## src/rtl/shiftreg_pkg.sv

```systemverilog
// Shared types and helpers for the shift-register load sequencer.
package shiftreg_pkg;

    typedef enum logic [1:0] {
        StIdle,
        StShift,
        StCheck,
        StGap
    } state_e;

    // Bit-counter width: wide enough to hold 0..width.
    function automatic int unsigned cnt_width(input int unsigned width);
        return $clog2(width + 1);
    endfunction

endpackage

```

## src/rtl/shiftreg_seq_ctrl.sv

```systemverilog
// Loads a parallel word into a serial-in shift register one bit per clock,
// then reads the register back and reports done plus a match flag.
module shiftreg_seq_ctrl
    import shiftreg_pkg::*;
#(
    parameter int unsigned WIDTH    = 8,
    parameter int unsigned IDLE_GAP = 0
) (
    input  logic             clk_i,
    input  logic             rstn_i,
    input  logic             req_valid_i,
    output logic             req_ready_o,
    input  logic [WIDTH-1:0] req_data_i,
    input  logic             req_dir_i,
    input  logic             abort_i,
    output logic             sr_en_o,
    output logic             sr_dir_o,
    output logic             sr_data_o,
    input  logic [WIDTH-1:0] sr_q_i,
    output logic             busy_o,
    output logic             done_o,
    output logic             match_o,
    output logic [WIDTH-1:0] word_o
);

    localparam int unsigned    CntW    = cnt_width(WIDTH);
    localparam logic [CntW-1:0] CntLast = CntW'(WIDTH - 1);
    localparam logic [7:0]     GapLast = (IDLE_GAP > 0) ? 8'(IDLE_GAP - 1) : 8'd0;

    state_e           state_q, state_d;
    logic [CntW-1:0]  cnt_q, cnt_d;
    logic [7:0]       gap_q, gap_d;
    logic [WIDTH-1:0] word_q, word_d;
    logic             dir_q, dir_d;
    logic             sr_en_q, sr_en_d;
    logic             sr_dir_q, sr_dir_d;
    logic             sr_data_q, sr_data_d;
    logic             done_q, done_d;
    logic             match_q, match_d;
    logic [WIDTH-1:0] word_out_q, word_out_d;

    logic [CntW-1:0]  nxt_idx;
    logic [WIDTH-1:0] shifted;
    logic             next_bit;

    // Pick the next serial bit: LSB-first walks upward, MSB-first walks downward.
    always_comb begin
        nxt_idx  = cnt_q + 1'b1;
        shifted  = dir_q ? (word_q >> nxt_idx) : (word_q << nxt_idx);
        next_bit = dir_q ? shifted[0] : shifted[WIDTH-1];
    end

    // Next-state and registered-output logic.
    always_comb begin
        state_d    = state_q;
        cnt_d      = cnt_q;
        gap_d      = gap_q;
        word_d     = word_q;
        dir_d      = dir_q;
        sr_en_d    = sr_en_q;
        sr_dir_d   = sr_dir_q;
        sr_data_d  = sr_data_q;
        done_d     = 1'b0;
        match_d    = match_q;
        word_out_d = word_out_q;

        unique case (state_q)
            StIdle: begin
                if (req_valid_i) begin
                    word_d    = req_data_i;
                    dir_d     = req_dir_i;
                    sr_en_d   = 1'b1;
                    sr_dir_d  = req_dir_i;
                    sr_data_d = req_dir_i ? req_data_i[0] : req_data_i[WIDTH-1];
                    cnt_d     = '0;
                    state_d   = StShift;
                end
            end
            StShift: begin
                // Abort takes priority over the final shift edge.
                if (abort_i) begin
                    sr_en_d = 1'b0;
                    cnt_d   = '0;
                    state_d = StIdle;
                end else if (cnt_q == CntLast) begin
                    sr_en_d = 1'b0;
                    cnt_d   = '0;
                    state_d = StCheck;
                end else begin
                    cnt_d     = nxt_idx;
                    sr_data_d = next_bit;
                end
            end
            StCheck: begin
                word_out_d = sr_q_i;
                match_d    = (sr_q_i == word_q);
                done_d     = 1'b1;
                gap_d      = '0;
                state_d    = (IDLE_GAP > 0) ? StGap : StIdle;
            end
            StGap: begin
                if (gap_q == GapLast) begin
                    gap_d   = '0;
                    state_d = StIdle;
                end else begin
                    gap_d = gap_q + 8'd1;
                end
            end
            default: state_d = StIdle;
        endcase
    end

    // State and output registers.
    always_ff @(posedge clk_i or negedge rstn_i) begin
        if (!rstn_i) begin
            state_q    <= StIdle;
            cnt_q      <= '0;
            gap_q      <= '0;
            word_q     <= '0;
            dir_q      <= 1'b0;
            sr_en_q    <= 1'b0;
            sr_dir_q   <= 1'b0;
            sr_data_q  <= 1'b0;
            done_q     <= 1'b0;
            match_q    <= 1'b0;
            word_out_q <= '0;
        end else begin
            state_q    <= state_d;
            cnt_q      <= cnt_d;
            gap_q      <= gap_d;
            word_q     <= word_d;
            dir_q      <= dir_d;
            sr_en_q    <= sr_en_d;
            sr_dir_q   <= sr_dir_d;
            sr_data_q  <= sr_data_d;
            done_q     <= done_d;
            match_q    <= match_d;
            word_out_q <= word_out_d;
        end
    end

    assign req_ready_o = (state_q == StIdle);
    assign busy_o      = (state_q != StIdle);
    assign sr_en_o     = sr_en_q;
    assign sr_dir_o    = sr_dir_q;
    assign sr_data_o   = sr_data_q;
    assign done_o      = done_q;
    assign match_o     = match_q;
    assign word_o      = word_out_q;

endmodule

```

## config.mk

```make
export PLATFORM = sky130hd
export DESIGN_NAME = shiftreg_seq_ctrl
export DESIGN_NICKNAME = d
export VERILOG_FILES = /design/src/rtl/shiftreg_pkg.sv /design/src/rtl/shiftreg_seq_ctrl.sv
export SDC_FILE = /design/constraint.sdc
export NUM_CORES = 1
export LEC_CHECK = 0
export ABC_CLOCK_PERIOD_IN_PS = 2100
export CORE_UTILIZATION = 53
export CTS_BUF_LIST = sky130_fd_sc_hd__clkbuf_2 sky130_fd_sc_hd__clkbuf_4 sky130_fd_sc_hd__clkbuf_8
export DETAILED_ROUTE_END_ITERATION = 10
export PLACE_DENSITY = 0.92
export SKIP_CTS_REPAIR_TIMING = 1
export SLEW_MARGIN = 40
export SYNTH_ARGS = -nofsm -noshare
export SYNTH_HDL_FRONTEND = slang
export SYNTH_SLANG_ARGS = --single-unit
```

## constraint.sdc

```tcl
create_clock -name clk_i -period 2.1 [get_ports clk_i]
set_input_delay 0.63 -clock clk_i [delete_from_list [all_inputs] [get_ports clk_i]]
set_output_delay 0.63 -clock clk_i [all_outputs]
set_load 0.005 [all_outputs]
```

After elaboration in Yosys (flattened, before gate mapping):

Index checks and enable logic that the tools add are counted.

* add/subtract/negate cells: 2
* equal/unequal tests: 10
* shifts and indexed selects: 2
* mux-type cells: 23
* reduce and logical (&&, ||, !) cells: 10

Operator list (number)
* $mux 8: 2
* $pmux 8 s2: 1
* $mux 4: 3
* $mux 1: 9
* $add 8x1->8 const B: 1
* $eq 8x8->1: 1
* $logic_not 8->1: 1
* $mux 2: 4
* $ne 2x2->1 const B: 4
* $pmux 2 s4: 1
* $pmux 4 s2: 1
* $shl 8x4->8: 1
* $shr 8x4->8: 1
* $reduce_and 3->1: 2
* $reduce_bool 2->1: 3
* $add 4x1->4 const B: 1
* $eq 2x2->1 const B: 2
* $eq 4x3->1 const B: 1
* $pmux 1 s2: 2
* $reduce_and 2->1: 2
* $reduce_and 4->1: 1
* $ne 3x3->1 const B: 1
* $eq 2x1->1 const B: 1
* $logic_not 2->1: 1

* flip-flop bits (word level): 35
* output and inout port bits: 15
* word-level logic and storage cells: 57

Longest topological paths before layout:

Gate-level depths: netlist of the first run.

* depth in word-level cells: 7
* depth in mapped cells: 6
* depth with buffers taken out: 6

Worst setup path before layout of the first run:

Ideal clock, no wire load.

* kind: reg-to-reg
* from: reg cnt_q[0]
* to: reg sr_data_q (netlist: sr_data_o)
* setup time: 0.130 ns
* arrival: 1.604 ns
* data required time: 1.970 ns
* slack: 0.366 ns
* stages on the path, launching flop included: 6
* buffers on the path: 0
* clock period less this slack: 1.734 ns
* cells stage by stage: dfrtp_1 -> ha_1 -> mux4_1 -> mux2i_1 -> mux2_2 -> o22ai_1

* longest elaborated chain between the ends: 7
* elaborated cells on any way between the ends: 11
* those cells by class: add/sub: 1; eq/ne: 2; shift: 2; mux: 5; reduce/logical: 1

RTL lines
* from (decl): line shiftreg_seq_ctrl.sv:31 `logic [CntW-1:0] cnt_q, cnt_d;`
* from (signal assigned): line shiftreg_seq_ctrl.sv:129 `cnt_q <= cnt_d;`
* $add 4x1->4: line shiftreg_seq_ctrl.sv:48 `nxt_idx = cnt_q + 1'b1;`
* $shl 8x4->8 or $shr 8x4->8 (tied branches): line shiftreg_seq_ctrl.sv:49 `shifted = dir_q ? (word_q >> nxt_idx) : (word_q << nxt_idx);`
* $mux 8: line shiftreg_seq_ctrl.sv:49
* $mux 1: line shiftreg_seq_ctrl.sv:50 `next_bit = dir_q ? shifted[0] : shifted[WIDTH-1];`
* $mux 1: line shiftreg_seq_ctrl.sv:85 `end else if (cnt_q == CntLast) begin`
* $mux 1: line shiftreg_seq_ctrl.sv:81 `if (abort_i) begin`
* $pmux 1 s2: line shiftreg_seq_ctrl.sv:67 `unique case (state_q)`
* to (signal assigned): line shiftreg_seq_ctrl.sv:135 `sr_data_q <= sr_data_d;`
* to (decl): line shiftreg_seq_ctrl.sv:37 `logic sr_data_q, sr_data_d;`

Several ways; a longest one is shown, not always the timed one. The select of a mux whose other input is x is not followed.
A chain may end at the register's enable or synchronous reset.

Worst setup path after layout of the first run:

* from: reg state_q[0]
* to: out busy_o

* longest elaborated chain between the ends: 1

RTL lines
* from (decl): line shiftreg_seq_ctrl.sv:30 `state_e state_q, state_d;`
* from (signal assigned): line shiftreg_seq_ctrl.sv:116 `state_q <= StIdle;`
* from (signal assigned): line shiftreg_seq_ctrl.sv:128 `state_q <= state_d;`
* $reduce_bool 2->1: line shiftreg_seq_ctrl.sv:143 `assign busy_o = (state_q != StIdle);`
* to (decl): line shiftreg_seq_ctrl.sv:20 `output logic busy_o,`

No other way between the ends.

==> impl_metrics.json, run 1 <==
{
  "synth.area.top_cells": "dfrtp_1 48%, nand2_1 7.0%, mux4_1 5.8%, mux2_2 5.6%, xnor2_1 4.3%",
  "synth_area_mm2": 0.001826,
  "ios": 36,
  "dp.final_hpwl_um": 3084,
  "power_frac_clock_pct": 26.6,
  "slew_viol_final": 0,
  "cp_top_family": "buffers and inverters",
  "synthCells": 171,
  "nets": 237,
  "yosysWarningCount": 0,
  "power.switching_fraction_pct": 27.99,
  "drtIter0Drc": 98,
  "via_per_inst": 5.609,
  "async_flop_share_pct": 100.0,
  "period_needed_ns": 2.034,
  "drive_gt1_share_pct": 12.62,
  "ant_nets": 0,
  "tightestPinTransition_ns": 0.5157,
  "cp.buffers_inverters": 2,
  "outcome": "finished clean",
  "cts.path.max_buffers": 2,
  "syn_nets": 195,
  "power_leakage_nw": 1.053,
  "fp.dieH_um": 60.69,
  "min_period_over_period_pct": 96.85,
  "ys_seq_area_share_pct": 47.98,
  "die_width_um": 60.69,
  "finClkSkew_ns": 0.007810,
  "first_global_vias": 1488,
  "grt_overflow_total": 0,
  "power_density_mw_per_mm2": 706.6,
  "num_rows": 20,
  "cts_root_buffer": "clkbuf_4",
  "required_ns": 1.47,
  "yosysMostFrequentCell": "dfrtp_1",
  "setup_violations": 0,
  "synth_ff_type": "dfrtp_1",
  "cts.sinks": 35,
  "avgSynthCellArea_um2": 10.68,
  "p_switching_mw": 0.4591,
  "vias": 1447,
  "drc": 0,
  "ys_ff_latch": 35,
  "cp_slowest_cell": "clkdlybuf4s50_1",
  "synth.distinct_cells": 37,
  "clk_latency_ns": 0.35,
  "criticalPathCategory": "register to output pin",
  "grt_max_degree": 36,
  "cp_max_fo": 4,
  "p_comb_share_pct": 24.2,
  "hp-class": "register to register",
  "internal-power_mw": 1.181,
  "dieArea_mm2": 0.003683,
  "gp_congestion": 0.8662,
  "yosys.area.top_type": "dfrtp_1",
  "peakVddDrop_mv": 0.4222,
  "synthTopCellsByCount": "35 x dfrtp_1, 34 x nand2_1, 9 x mux2_2, 9 x xnor2_1",
  "track_usage_pct": 26.26,
  "hold_viol_final": 0,
  "final_area_mm2": 0.002321,
  "cpPeakStageDelay_ns": 0.44,
  "path_clk_slew_ns": 0.10,
  "fmax_mhz": 491.7,
  "yosysTopAreaCellShare_pct": 47.98,
  "firstDrtPassIters": 4,
  "maxCapViolations": 0,
  "numCtsBuffers": 5,
  "place_area_mm2": 0.002231,
  "synth-edff-count": 0,
  "num_antenna_cells": 0,
  "fin_tns_setup_ns": 0,
  "routedWlPerCell_um": 16.00,
  "start_util_pct": 57.90,
  "rsz0062_at_grt": "false",
  "areaGrowthSynthToFinish_pct": 27.14,
  "antenna_found_initial": 0,
  "cts_max_level": 2,
  "cp-end-kind": "output pin",
  "crit_chain": "nor2_4 > inv_1 > clkdlybuf4s50_1",
  "routed_wl_um": 4128,
  "start_kind": "register",
  "core_area_mm2": 0.003153,
  "p_total_mw": 1.640,
  "cts_tree": "built",
  "worstPathArrival_ns": 1.40,
  "worst_slew_margin_rel_pct": 65.62,
  "p_seq_share_pct": 49.2,
  "io_buffer_count": 35,
  "grt_pass1_wl_um": 6665
}
## sequential cells by signal (all words and copies together) (netlist names)
register,cells
cnt_q,4
word_q,8
gap_q,8
match_o,1
sr_en_o,1
done_o,1
state_q,2
sr_dir_o,1
sr_data_o,1
word_o,8
## cell families after synthesis
family | Yosys count | share of synthesized area [%]
AOI/OAI and AO/OA | 29 | 10.90
xor gates and xnor gates | 11 | 5.278
adders and majority gates | 3 | 2.056
buffers and inverters | 14 | 3.701
DFF | 35 | 47.98
muxes | 17 | 13.50
and+or+nand+nor | 62 | 16.59
## worst register-to-register path: stages (launching register included)
cell and delay (ns):
dfrtp_1 0.42, ha_1 0.40, mux4_1 0.57, mux2i_1 0.14, mux2_2 0.17, o22ai_1 0.08
## placed cells by master, fill, tap and decap left out, drive strengths merged, types with 6 or more instances in the layout
cell type	netlist	final
clkbuf	1	8
dfrtp	35	35
xnor2	9	9
nand3	7	7
inv	8	8
nand2	34	34
clkdlybuf4s50	0	34
o21ai	8	8
buf	5	6
mux2	9	9
## through the flow
step / utilization [%] / setup WS, ns / hold WS, ns / instances
2_1_floorplan: - / 0.3655 / 0.3344 / 171
3_3_place_gp: 70.75 / 0.1259 / 0.4761 / 249
3_5_place_dp: 70.75 / -0.09868 / 0.4830 / 249
4_1_cts: 73.06 / -0.08366 / 0.5063 / 257
5_1_grt: 73.61 / 0.008651 / 0.5395 / 258
6_report: 73.61 / 0.06625 / 0.4991 / 258
## power by group through the flow
| stage | combinational, mW | clock [mW] | sequential (mW) |
|---|---|---|---|
| after CTS | 0.395 | 0.446 | 0.803 |
| after floorplan | 0.231 | 0 | 0.798 |
| after detailed placement | 0.393 | 0 | 0.817 |
| after global routing | 0.432 | 0.472 | 0.814 |
| after global placement | 0.369 | 0 | 0.810 |
| final | 0.397 | 0.436 | 0.806 |
## worst paths after layout
path | slack [ns] | startpoint | cells after the start | to
max in group asynchronous | 1.10 | rstn_i | 2 | match_o
setup / recovery | 0.07 | state_q[0] | 3 | busy_o
hold reg to reg | 0.50 | match_o | 2 | match_o
min in group asynchronous | 0.69 | rstn_i | 2 | sr_data_o
setup reg to reg | 0.20 | cnt_q[1] | 5 | sr_data_o
hold / removal | 0.50 | match_o | 2 | match_o
## cell type report
class | instances | area, µm²
Tap cell | 44 | 55.05
Timing Repair Buffer | 41 | 397.9
Sequential cell | 35 | 875.8
Clock buffer | 8 | 72.57
Fill cell | 216 | 832.0
Multi-Input combinational cell | 122 | 889.6
Inverter | 8 | 30.03
## routing by layer
| metal | share of wire (%) | track usage, % |
|---|---|---|
| met1 | 40 | 29.87 |
| met2 | 53 | 44.43 |
| met3 | 4.2 | 6.397 |
| met4 | 3.1 | 16.56 |
| met5 | 0 | 0 |
(Power assumes the default switching activity.)
==> inputs of run 2 (changes only) <==
CORE_MARGIN = 2   (was unset)
==> impl_metrics.json, run 2 (synthesis results as in run 1) <==
{
  "outcome": "finished clean",
  "io_buffer_count": 35,
  "power_density_mw_per_mm2": 724.3,
  "grt_max_degree": 36,
  "fmax_mhz": 488.2,
  "dp.final_hpwl_um": 2863,
  "worstHoldEndpoint": "word_o[0]",
  "power_leakage_nw": 1.050,
  "gp_congestion": 0.8350,
  "dieArea_mm2": 0.003930,
  "start_kind": "register",
  "finClkSkew_ns": 0.01019,
  "routed_wl_um": 3821,
  "final_cell_mix": "35 x dfrtp_1, 35 x clkdlybuf4s50_1, 34 x nand2_1, 9 x mux2_2, 9 x xnor2_1",
  "worst_slew_margin_rel_pct": 66.59,
  "firstDrtPassIters": 4,
  "grt_pass1_wl_um": 6479,
  "vias": 1439,
  "hp-class": "register to register",
  "areaGrowthSynthToFinish_pct": 27.62,
  "via_per_inst": 5.535,
  "reg2reg_from": "cnt_q[1]",
  "numCtsBuffers": 5,
  "cp_slowest_cell": "clkdlybuf4s50_1",
  "ant_nets": 0,
  "cp-end-kind": "output pin",
  "criticalPathCategory": "register to output pin",
  "slew_viol_final": 0,
  "peakVddDrop_mv": 0.4975,
  "min_delay_path_depth": 1,
  "fin_tns_setup_ns": 0,
  "track_usage_pct": 21.38,
  "reg2reg_slack_ns": 0.23,
  "cp_max_fo": 4,
  "required_ns": 1.47,
  "crit_chain": "nor2_2 > clkdlybuf4s50_1",
  "antenna_found_initial": 0,
  "drtIter0Drc": 96,
  "ios": 36,
  "worst_slack_ns": 0.05175,
  "grt_overflow_total": 0,
  "nets": 237,
  "rr_endpoint": "sr_data_o",
  "dp_slack_ns": 0.07466,
  "first_global_vias": 1381,
  "drc": 0,
  "cp-startpoint": "state_q[0]",
  "num_antenna_cells": 0,
  "cts.sinks": 35,
  "tightestPinTransition_ns": 0.5012,
  "routedWlPerCell_um": 14.70,
  "worstPathArrival_ns": 1.42,
  "hp-start": "word_o[0]",
  "cts_root_buffer": "clkbuf_4",
  "cts_max_level": 2,
  "ff2ff_path_depth": 5,
  "period_needed_ns": 2.048,
  "clk_latency_ns": 0.33,
  "start_util_pct": 55.14,
  "setup_violations": 0,
  "die_width_um": 62.69,
  "cts_tree": "built",
  "fp.dieH_um": 62.69,
  "num_rows": 21,
  "core_area_mm2": 0.003311,
  "hold_viol_final": 0,
  "drive_gt1_share_pct": 12.62,
  "min_period_over_period_pct": 97.54,
  "maxCapViolations": 0,
  "path_clk_slew_ns": 0.10,
  "cts.path.max_buffers": 2,
  "cpPeakStageDelay_ns": 0.53
}
run 2: how the worst max path moves through the flow:
stage	end	depth (start not counted)	slack (ns)
after global placement	sr_data_o	5	0.10
after CTS	req_ready_o	2	-0.03
after global routing	req_ready_o	2	-0.01
final	req_ready_o	2	0.05
after detailed placement	sr_data_o	5	0.07
after floorplan	sr_data_o	5	0.37
run 2: area by class of cell:
class	instances	area, µm²
timing repair buffer	41	395.4
fill	258	980.9
tap	46	57.56
clock inverter	2	35.03
sequential	35	875.8
inverter	8	30.03
clock buffer	6	51.30
multi-input combinational	122	884.6
run 2: critical path, delay by kind of cell (launching register included):
family / cells / cell delay [ns]
flip-flops: 1 / 0.40
buffers and inverters: 1 / 0.53
AND/OR/NAND/NOR: 1 / 0.17
run 2: per-stage QoR:
stage | utilization (%) | area, µm² | total power, mW | hold WS, ns | cells
floorplan | - | 1826 | 1.028 | 0.3344 | 171
global placement | 67.69 | 2241 | 1.184 | 0.4632 | 252
detailed placement | 67.69 | 2241 | 1.204 | 0.4926 | 252
CTS | 70.29 | 2327 | 1.699 | 0.5173 | 260
global route | 70.37 | 2330 | 1.780 | 0.5329 | 260
finish | 70.37 | 2330 | 1.687 | 0.5157 | 260
run 2: power breakdown:
group | leakage, nW | switching (mW) | internal, mW | total, mW
Sequential | 0.444 | 0.0663 | 0.737 | 0.803
Clock | 0.0482 | 0.212 | 0.281 | 0.493
Combinational | 0.559 | 0.158 | 0.233 | 0.391
run 2: per-layer routing:
metal	vias to the layer above	track usage [%]	wire, µm
met5	-	0	0
met4	0	7.500	55
met3	4	5.405	165
met2	51	33.33	1932
met1	698	29.23	1668
li1	686	-	-
==> inputs of run 3 (changes only) <==
ABC_CLOCK_PERIOD_IN_PS = 2300   (was 2100)
clock period = 2.3 ns   (was 2.1 ns; I/O delays follow)
==> impl_metrics.json, run 3 (synthesis results as in run 1) <==
{
  "cts_max_level": 2,
  "reg2reg_from": "cnt_q[0]",
  "start_kind": "register",
  "core_area_mm2": 0.003311,
  "cp-end-kind": "output pin",
  "cp_slowest_cell": "clkdlybuf4s50_1",
  "ant_nets": 0,
  "cts_root_buffer": "clkbuf_4",
  "worstHoldEndpoint": "match_o",
  "antenna_found_initial": 0,
  "dp.final_hpwl_um": 2825,
  "grt_max_degree": 36,
  "drive_gt1_share_pct": 10.48,
  "vias": 1417,
  "firstDrtPassIters": 4,
  "gp_congestion": 0.7979,
  "peakVddDrop_mv": 0.3938,
  "ff2ff_path_depth": 5,
  "worstPathArrival_ns": 1.46,
  "final_util_pct": 68.59,
  "power_density_mw_per_mm2": 614.4,
  "path_clk_slew_ns": 0.11,
  "grt_overflow_total": 0,
  "outcome": "finished clean",
  "criticalPathCategory": "register to output pin",
  "min_period_over_period_pct": 93.69,
  "slew_viol_final": 0,
  "grt_pass1_wl_um": 6886,
  "worst_slew_margin_rel_pct": 66.56,
  "setup_violations": 0,
  "rr_endpoint": "sr_data_o",
  "areaGrowthSynthToFinish_pct": 24.40,
  "numCtsBuffers": 5,
  "cts.path.max_buffers": 2,
  "cp-startpoint": "state_q[0]",
  "hp-start": "match_o",
  "die_width_um": 62.69,
  "fp.dieH_um": 62.69,
  "drtIter0Drc": 72,
  "cts_tree": "built",
  "tightestPinTransition_ns": 0.5016,
  "track_usage_pct": 22.67,
  "reg2reg_slack_ns": 0.26,
  "period_needed_ns": 2.155,
  "p_total_mw": 1.395,
  "crit_chain": "nor2_1 > clkdlybuf4s50_1",
  "cts.sinks": 35,
  "required_ns": 1.61,
  "maxCapViolations": 0,
  "fmax_mhz": 464.1,
  "drc": 0,
  "first_global_vias": 1420,
  "routed_wl_um": 3807,
  "cpPeakStageDelay_ns": 0.54,
  "power_leakage_nw": 1.020,
  "hp-class": "register to register",
  "final_cell_mix": "35 x dfrtp_1, 35 x clkdlybuf4s50_1, 34 x nand2_1, 9 x mux2_2, 9 x xnor2_1",
  "hold_viol_final": 0,
  "clk_latency_ns": 0.35,
  "num_antenna_cells": 0,
  "fin_tns_setup_ns": 0,
  "ios": 36,
  "num_rows": 21,
  "io_buffer_count": 35,
  "via_per_inst": 5.535,
  "dieArea_mm2": 0.003930,
  "min_delay_path_depth": 2,
  "routedWlPerCell_um": 14.87,
  "rsz0062_at_grt": "false",
  "finClkSkew_ns": 0.02106,
  "cp_max_fo": 4,
  "nets": 235,
  "start_util_pct": 55.14
}
run 3: cell count changes in the layout (fill, tap and decap cells not counted):
cell | previous run | this run
nor2_2 | 1 | 0
bufinv_16 | 1 | 0
buf_4 | 6 | 4
clkinv_2 | 1 | 0
clkbuf_4 | 5 | 6
nor2_1 | 1 | 2
clkbuf_8 | 1 | 0
run 3: critical path: cells and delay by family (launching register included):
| family | cells | cell delay, ns |
|---|---|---|
| simple gates | 1 | 0.21 |
| buf+inv | 1 | 0.54 |
| flops | 1 | 0.38 |
run 3: layout make-up:
class                           count  area, µm²
Fill cell                         254       1040
Inverter                            8      30.03
Multi-Input combinational cell    122      882.1
Tap cell                           46      57.56
Sequential cell                    35      875.8
Timing Repair Buffer               39      380.4
Clock buffer                        6      45.04
run 3: layer usage:
layer	part of all wire (%)	up-vias	track usage, %	wire [µm]
met1	46	691	30.96	1745
met3	3.4	9	5.766	130
met5	0	-	0	0
li1	-	683	-	-
met4	2.4	0	10.56	91
met2	48	34	34.14	1839
run 3: where the power goes:
group	total [mW]	internal [mW]	switching (mW)
logic	0.343	0.206	0.137
registers	0.737	0.673	0.0646
clock network	0.314	0.120	0.194
run 3: worst max path at each step:
stage | end | slack (ns) | depth (start not counted)
detailed placement | sr_data_o | 0.23 | 5
finish | req_ready_o | 0.15 | 2
global placement | sr_data_o | 0.24 | 5
CTS | req_ready_o | 0.12 | 2
floorplan | sr_data_o | 0.57 | 5
global route | req_ready_o | 0.02 | 2
run 3: stage by stage:
| stage | area [µm²] | setup slack, ns | hold slack, ns | instances |
|---|---|---|---|---|
| after floorplan | 1826 | 0.5655 | 0.3944 | 171 |
| after global placement | 2226 | 0.2352 | 0.4636 | 250 |
| after detailed placement | 2226 | 0.2260 | 0.4757 | 250 |
| after CTS | 2271 | 0.1202 | 0.4996 | 256 |
| after global routing | 2271 | 0.02114 | 0.5300 | 256 |
| final | 2271 | 0.1451 | 0.4982 | 256 |
